**config.mk**
```make
export PLATFORM = sky130hd
export DESIGN_NAME = hack_cpu_core_regs_flat
export DESIGN_NICKNAME = d
export VERILOG_FILES = /design/src/rtl/hack_cpu_core_regs_pkg.sv /design/src/rtl/hack_cpu_core_regs_if.sv /design/src/rtl/hack_cpu_core_regs_pc.sv /design/src/rtl/hack_cpu_core_regs.sv /design/src/flat_wrapper.sv
export SDC_FILE = /design/constraint.sdc
export NUM_CORES = 1
export LEC_CHECK = 0
export CAP_MARGIN = 20
export CORE_MARGIN = 2
export CORE_UTILIZATION = 40
export DETAILED_ROUTE_END_ITERATION = 6
export PLACE_DENSITY = 0.77
export SETUP_SLACK_MARGIN = 0.4
export SYNTH_ARGS = -nofsm -noshare
export SYNTH_HDL_FRONTEND = slang
export SYNTH_SLANG_ARGS = --single-unit
```
**constraint.sdc**
```tcl
create_clock -name clk -period 1.7 [get_ports clk]
set_input_delay 0.34 -clock clk [delete_from_list [all_inputs] [get_ports clk]]
set_output_delay 0.34 -clock clk [all_outputs]
set_load 0.1 [all_outputs]
```
**src/rtl/hack_cpu_core_regs_pkg.sv**
```systemverilog
// Hack CPU register/control shared definitions.
// Instruction field positions, run state enum, reset vector default.
package hack_pkg;

  localparam int C_BIT    = 15;
  localparam int A_BIT    = 12;
  localparam int COMP_MSB = 11;
  localparam int COMP_LSB = 6;
  localparam int DEST_A   = 5;
  localparam int DEST_D   = 4;
  localparam int DEST_M   = 3;
  localparam int JMP_LT   = 2;
  localparam int JMP_EQ   = 1;
  localparam int JMP_GT   = 0;

  localparam logic [14:0] RESET_VECTOR_DFLT = 15'h0000;

  typedef enum logic {
    RUN  = 1'b0,
    HALT = 1'b1
  } state_e;

endpackage

```
**src/rtl/hack_cpu_core_regs_if.sv**
```systemverilog
// Hack CPU core bus: ROM fetch, ALU operands/results, data memory.
// master = CPU register/control block, slave = ROM/ALU/RAM side.
interface hack_cpu_core_regs_if #(
  parameter int WIDTH     = 16,
  parameter int PC_WIDTH  = 15,
  parameter int CNT_WIDTH = 32
);

  logic [WIDTH-1:0]     instruction;
  logic                 instr_valid;
  logic [WIDTH-1:0]     inM;
  logic [WIDTH-1:0]     alu_out;
  logic                 alu_zr;
  logic                 alu_ng;
  logic [WIDTH-1:0]     alu_x;
  logic [WIDTH-1:0]     alu_y;
  logic [5:0]           alu_ctrl;
  logic [WIDTH-1:0]     outM;
  logic                 writeM;
  logic [PC_WIDTH-1:0]  addressM;
  logic [PC_WIDTH-1:0]  pc;
  logic                 halted;
  logic [CNT_WIDTH-1:0] retired;

  modport master (
    input  instruction, instr_valid, inM,
    input  alu_out, alu_zr, alu_ng,
    output alu_x, alu_y, alu_ctrl,
    output outM, writeM, addressM,
    output pc, halted, retired
  );

  modport slave (
    output instruction, instr_valid, inM,
    output alu_out, alu_zr, alu_ng,
    input  alu_x, alu_y, alu_ctrl,
    input  outM, writeM, addressM,
    input  pc, halted, retired
  );

endinterface

```
**src/rtl/hack_cpu_core_regs_pc.sv**
```systemverilog
// Hack program counter: priority reset > load > inc > hold.
// Ports: clk, rst_n (async), reset_i, load_i, inc_i, d_i -> q_o.
module hack_pc #(
  parameter int                  PC_WIDTH     = 15,
  parameter logic [PC_WIDTH-1:0] RESET_VECTOR = '0
) (
  input  logic                clk,
  input  logic                rst_n,
  input  logic                reset_i,
  input  logic                load_i,
  input  logic                inc_i,
  input  logic [PC_WIDTH-1:0] d_i,
  output logic [PC_WIDTH-1:0] q_o
);

  logic [PC_WIDTH-1:0] cnt_q;
  logic [PC_WIDTH-1:0] cnt_d;

  always_comb begin
    cnt_d = cnt_q;
    priority case (1'b1)
      reset_i: cnt_d = RESET_VECTOR;
      load_i:  cnt_d = d_i;
      inc_i:   cnt_d = cnt_q + PC_WIDTH'(1);
      default: cnt_d = cnt_q;
    endcase
  end

  always_ff @(posedge clk or negedge rst_n) begin
    if (!rst_n) cnt_q <= RESET_VECTOR;
    else        cnt_q <= cnt_d;
  end

  assign q_o = cnt_q;

endmodule

```
**src/rtl/hack_cpu_core_regs.sv**
```systemverilog
// Hack CPU register/control half: A, D, PC, decode, halt, retire count.
// Ports: clk, rst_n (async), soft_reset (sync), bus (master modport).
module hack_cpu_core_regs
  import hack_pkg::*;
#(
  parameter int                  WIDTH        = 16,
  parameter int                  PC_WIDTH     = 15,
  parameter logic [PC_WIDTH-1:0] RESET_VECTOR = RESET_VECTOR_DFLT,
  parameter int                  CNT_WIDTH    = 32
) (
  input  logic                clk,
  input  logic                rst_n,
  input  logic                soft_reset,
  hack_cpu_core_regs_if.master bus
);

  logic [WIDTH-1:0]     a_q, a_d;
  logic [WIDTH-1:0]     d_q, d_d;
  logic [CNT_WIDTH-1:0] ret_q, ret_d;
  state_e               state_q, state_d;
  logic [PC_WIDTH-1:0]  pc_q;

  logic [WIDTH-1:0] ins;
  logic             is_c;
  logic             run;
  logic             exec;
  logic             jump;
  logic             self_loop;
  logic             unused_bits;

  assign ins  = bus.instruction;
  assign is_c = ins[C_BIT];
  assign run  = (state_q == RUN);
  assign exec = bus.instr_valid & run & ~soft_reset;

  assign jump = is_c & (
      (ins[JMP_LT] & bus.alu_ng)
    | (ins[JMP_EQ] & bus.alu_zr)
    | (ins[JMP_GT] & ~bus.alu_ng & ~bus.alu_zr));

  // A jump back onto the current instruction is the Hack idiom for halt.
  assign self_loop = jump & (a_q[PC_WIDTH-1:0] == pc_q);

  // Bits 14:13 of a C-instruction are don't-care in Hack.
  assign unused_bits = ^ins[C_BIT-1:A_BIT+1];

  always_comb begin
    a_d     = a_q;
    d_d     = d_q;
    ret_d   = ret_q;
    state_d = state_q;
    if (soft_reset) begin
      state_d = RUN;
    end else if (exec) begin
      if (!is_c) begin
        a_d = ins;
      end else begin
        if (ins[DEST_A]) a_d = bus.alu_out;
        if (ins[DEST_D]) d_d = bus.alu_out;
      end
      ret_d = ret_q + CNT_WIDTH'(1);
      if (self_loop) state_d = HALT;
    end
  end

  always_ff @(posedge clk or negedge rst_n) begin
    if (!rst_n) begin
      a_q     <= '0;
      d_q     <= '0;
      ret_q   <= '0;
      state_q <= RUN;
    end else begin
      a_q     <= a_d;
      d_q     <= d_d;
      ret_q   <= ret_d;
      state_q <= state_d;
    end
  end

  // Jump target is the pre-edge A; on a halting self-loop it equals pc.
  hack_pc #(
    .PC_WIDTH     (PC_WIDTH),
    .RESET_VECTOR (RESET_VECTOR)
  ) u_pc (
    .clk     (clk),
    .rst_n   (rst_n),
    .reset_i (soft_reset),
    .load_i  (exec & jump),
    .inc_i   (exec),
    .d_i     (a_q[PC_WIDTH-1:0]),
    .q_o     (pc_q)
  );

  assign bus.alu_x    = d_q;
  assign bus.alu_y    = ins[A_BIT] ? bus.inM : a_q;
  assign bus.alu_ctrl = ins[COMP_MSB:COMP_LSB];
  assign bus.outM     = bus.alu_out;
  assign bus.addressM = a_q[PC_WIDTH-1:0];
  assign bus.writeM   = exec & is_c & ins[DEST_M] & rst_n;
  assign bus.pc       = pc_q;
  assign bus.halted   = (state_q == HALT);
  assign bus.retired  = ret_q;

endmodule

```
**src/flat_wrapper.sv**
```systemverilog
// flat-port wrapper written by rule: the top's interface ports become plain ports
module hack_cpu_core_regs_flat import hack_pkg::*;
#(
  parameter int                  WIDTH        = 16,
  parameter int                  PC_WIDTH     = 15,
  parameter logic [PC_WIDTH-1:0] RESET_VECTOR = RESET_VECTOR_DFLT,
  parameter int                  CNT_WIDTH    = 32
)
  (clk, rst_n, soft_reset, bus_instruction, bus_instr_valid, bus_inM, bus_alu_out, bus_alu_zr, bus_alu_ng, bus_alu_x, bus_alu_y, bus_alu_ctrl, bus_outM, bus_writeM, bus_addressM, bus_pc, bus_halted, bus_retired);
  hack_cpu_core_regs_if #(.WIDTH(WIDTH), .PC_WIDTH(PC_WIDTH), .CNT_WIDTH(CNT_WIDTH)) bus_i ();
  input  logic clk;
  input  logic rst_n;
  input  logic soft_reset;
  input wire logic [$bits(bus_i.instruction)-1:0] bus_instruction;
  input wire logic [$bits(bus_i.instr_valid)-1:0] bus_instr_valid;
  input wire logic [$bits(bus_i.inM)-1:0] bus_inM;
  input wire logic [$bits(bus_i.alu_out)-1:0] bus_alu_out;
  input wire logic [$bits(bus_i.alu_zr)-1:0] bus_alu_zr;
  input wire logic [$bits(bus_i.alu_ng)-1:0] bus_alu_ng;
  output wire logic [$bits(bus_i.alu_x)-1:0] bus_alu_x;
  output wire logic [$bits(bus_i.alu_y)-1:0] bus_alu_y;
  output wire logic [$bits(bus_i.alu_ctrl)-1:0] bus_alu_ctrl;
  output wire logic [$bits(bus_i.outM)-1:0] bus_outM;
  output wire logic [$bits(bus_i.writeM)-1:0] bus_writeM;
  output wire logic [$bits(bus_i.addressM)-1:0] bus_addressM;
  output wire logic [$bits(bus_i.pc)-1:0] bus_pc;
  output wire logic [$bits(bus_i.halted)-1:0] bus_halted;
  output wire logic [$bits(bus_i.retired)-1:0] bus_retired;
  assign bus_i.instruction = bus_instruction;
  assign bus_i.instr_valid = bus_instr_valid;
  assign bus_i.inM = bus_inM;
  assign bus_i.alu_out = bus_alu_out;
  assign bus_i.alu_zr = bus_alu_zr;
  assign bus_i.alu_ng = bus_alu_ng;
  assign bus_alu_x = bus_i.alu_x;
  assign bus_alu_y = bus_i.alu_y;
  assign bus_alu_ctrl = bus_i.alu_ctrl;
  assign bus_outM = bus_i.outM;
  assign bus_writeM = bus_i.writeM;
  assign bus_addressM = bus_i.addressM;
  assign bus_pc = bus_i.pc;
  assign bus_halted = bus_i.halted;
  assign bus_retired = bus_i.retired;
  hack_cpu_core_regs #(.WIDTH(WIDTH), .PC_WIDTH(PC_WIDTH), .RESET_VECTOR(RESET_VECTOR), .CNT_WIDTH(CNT_WIDTH)) u_core (.clk(clk), .rst_n(rst_n), .soft_reset(soft_reset), .bus(bus_i));
endmodule
```
==> out/qor.txt <==
#FFs+latches synth -> 80
First-pass GRT wire length -> 31,590 um
Clock power share -> 16.6%
Fin crit period -> 2.253 ns
Sequential share of the synthesized area -> 45.05%
Vias -> 5,663
DR vias/cell -> 6.406
Initial antenna violation count -> 1
Routed WL -> 27,310 um
Final Skew -> 0.01342 ns
Core area -> 10,840 um^2
Pwr dens -> 1023 nW/um^2
Largest net degree at the start of global routing -> 81
Max-cap violation count -> 0
Hold Vio Cnt, Final -> 0
Cell Int Power -> 5.233 mW
Deepest clock path buffer count -> 2
Final net count -> 794
Most common cell after layout, fill and taps aside -> buf_12
Failing checks -> DRC, setup timing
First drt pass iteration count -> 7
Final worst slack -> -0.5531 ns
DPL Wire Length -> 11,380 um
EDFF count, synth -> 0
CTS buffer count -> 9
Starting Density -> 41.00%
Grt ovf -> 0
Most frequent cells in the layout -> 120 x buf_12, 94 x buf_4, 67 x buf_6
Cell Area, Synth -> 4444 um^2
Area Overhead vs Synth -> 119.8%
Slew Viols, Final -> 0
Fin crit share -> 132.5%
Die X -> 109.4 um
Yosys warns -> 0
Crit start category -> register
Synthesized Nets -> 501
RSZ-0062 raised after global routing -> true
Port bufs -> 171
Number of global-route vias before repair -> 5,427
Outcome -> finished with violations
Worst IR Drop VDD -> 0.8507 mV
Mean Syn Cell Area -> 9.987 um^2
Kind of critical path -> reg -> reg
Post-synthesis instance total -> 445
CTS hold repair buffers -> 0
Fraction of registers with async set/reset -> 100.0%
Setup tns final -> -22.06 ns
Switching power -> 4.761 mW
Main synth FF type -> dfrtp_1
Measured slew at the worst slew-check pin -> 0.5522 ns
Max frequency -> 443.8 MHz
DR WL/cell -> 30.89 um
# rows -> 38
CP endpoint kind -> register
Layout cell share with drive strength beyond 1 -> 66.49%
CTS tree -> built
Distinct cells, synth -> 47
Fill count -> 323
Combinational share of power -> 58.2%
Die Y -> 109.4 um
Worst EP required -> 1.99 ns
Clock H-tree levels -> 3
Clk_lat worst skew -> 0.38 ns
Type of the tightest min-delay check -> in -> async
Sw Share -> 47.63%
Initial DRC Count -> 645
DRC Markers -> 8
Die area -> 11,970 um^2
CP Max Fanout -> 4
Final setup fails -> 78
GRT Util Overall -> 35.60%
Post-route ant nets -> 0
IO Pins -> 172
Clock Sinks -> 80
Clock root cell -> clkbuf_8
Place WS -> -0.5073 ns
Clk pin slew, worst setup/hold paths -> 0.10 ns
Leakage power -> 4.315 nW
Max_slew headroom -> 63.05%
Register share of total power -> 25.1%
Routability cong. -> 1.001
Min Hold Slack -> 0.02357 ns
WP data arrival -> 2.54 ns
==> metrics by stage <==
step,area (um^2),cells,total power [mW],utilization (%)
global route,9769,884,10.08,90.12
detailed placement,7864,756,7.262,72.54
finish,9769,884,9.994,90.12
floorplan,4802,445,5.381,-
CTS,9052,841,9.228,83.51
global placement,7864,756,7.178,72.54
==> per-layer routing <==
metal	up-vias	GRT usage, %	wire length, um
met4	0	17.45	2410
met2	558	58.29	12720
li1	2124	-	-
met5	-	0	0
met1	2775	43.28	9358
met3	206	9.662	2822
==> repair_timing <==
action                     CTS  global route
setup endpoints to repair  187           176
cloned                       5             3
setup buffers               64            38
resized for setup          172            94
pin swaps                   34            22
==> layout make-up <==
type,count,area [um^2],area share [%]
Tap cell,140,175.2,1.793
Multi-Input combinational cell,296,2705,27.69
Clock buffer,11,131.4,1.345
Sequential cell,80,2130,21.80
Inverter,11,41.29,0.4226
Clock inverter,5,81.33,0.8325
Antenna cell,1,2.502,0.02561
Timing Repair Buffer,340,4503,46.09
==> registers in the layout, indices dropped and copies added (netlist names) <==
register / flops
u_core.a_q: 16
u_core.bus.alu_x: 16
u_core.bus.halted: 1
u_core.bus.retired: 32
u_core.u_pc.q_o: 15
==> path summary, 6_finish.rpt <==
| check | start | endpoint | slack (ns) | depth (start not counted) |
|---|---|---|---|---|
| worst max-delay path | u_core.bus.halted | u_core.bus.retired[25] | -0.55 | 6 |
| worst min-delay path | rst_n | u_core.u_pc.q_o[11] | 0.02 | 2 |
| worst max register to register | u_core.bus.halted | u_core.bus.retired[25] | -0.55 | 6 |
| worst min register to register | u_core.bus.retired[17] | u_core.bus.retired[17] | 0.57 | 1 |
| max in group asynchronous | rst_n | u_core.u_pc.q_o[3] | 1.02 | 3 |
| min in group clk | bus_instruction[1] | u_core.a_q[1] | 0.38 | 3 |
==> cell usage after synthesis (all sizes together), types with 6 or more instances <==
cell,count,share of area [%]
inv,11,0.93
a21oi,14,1.6
clkbuf,15,1.3
nand3,20,2.4
dfrtp,80,45
xnor2,35,6.9
nor3,9,1.2
o21ai,28,3.2
nor2,21,1.8
buf,44,7.1
mux2i,14,3.2
nor4,6,1.2
mux2,31,7.9
nand2,42,3.5
nand4,16,2.3
a31oi,6,0.84
xor2,12,2.4
==> cell families (layout without fill, tap and decap cells) <==
logic type | count (synthesis) | after routing | synth area share, %
XOR/XNOR | 47 | 47 | 9.262
other | 0 | 1 | 0
AO/OA/AOI/OAI | 67 | 67 | 9.094
flip-flops | 80 | 80 | 45.05
multiplexers | 45 | 45 | 11.01
adder cells (fa/ha/maj) | 2 | 2 | 0.5630
AND/OR/NAND/NOR | 134 | 135 | 15.74
buffers and inverters | 70 | 367 | 9.290
==> worst max-delay path, stage by stage, from the launching register on <==
cell and delay [ns]:
dfrtp_4 0.49, or3b_4 0.42, buf_4 0.18, nor4_4 0.33, nand3_2 0.27, nor2_2 0.23
xor2_1 0.24
==> power groups by stage <==
stage	logic (mW)	registers [mW]	clock network, mW
3_5_place_dp	4.71	2.56	0
4_1_cts	5.20	2.44	1.59
3_3_place_gp	4.65	2.53	0
5_1_grt	5.87	2.51	1.70
6_report	5.82	2.51	1.66
2_1_floorplan	1.73	3.65	0
Power figures use the tool's default switching activity.
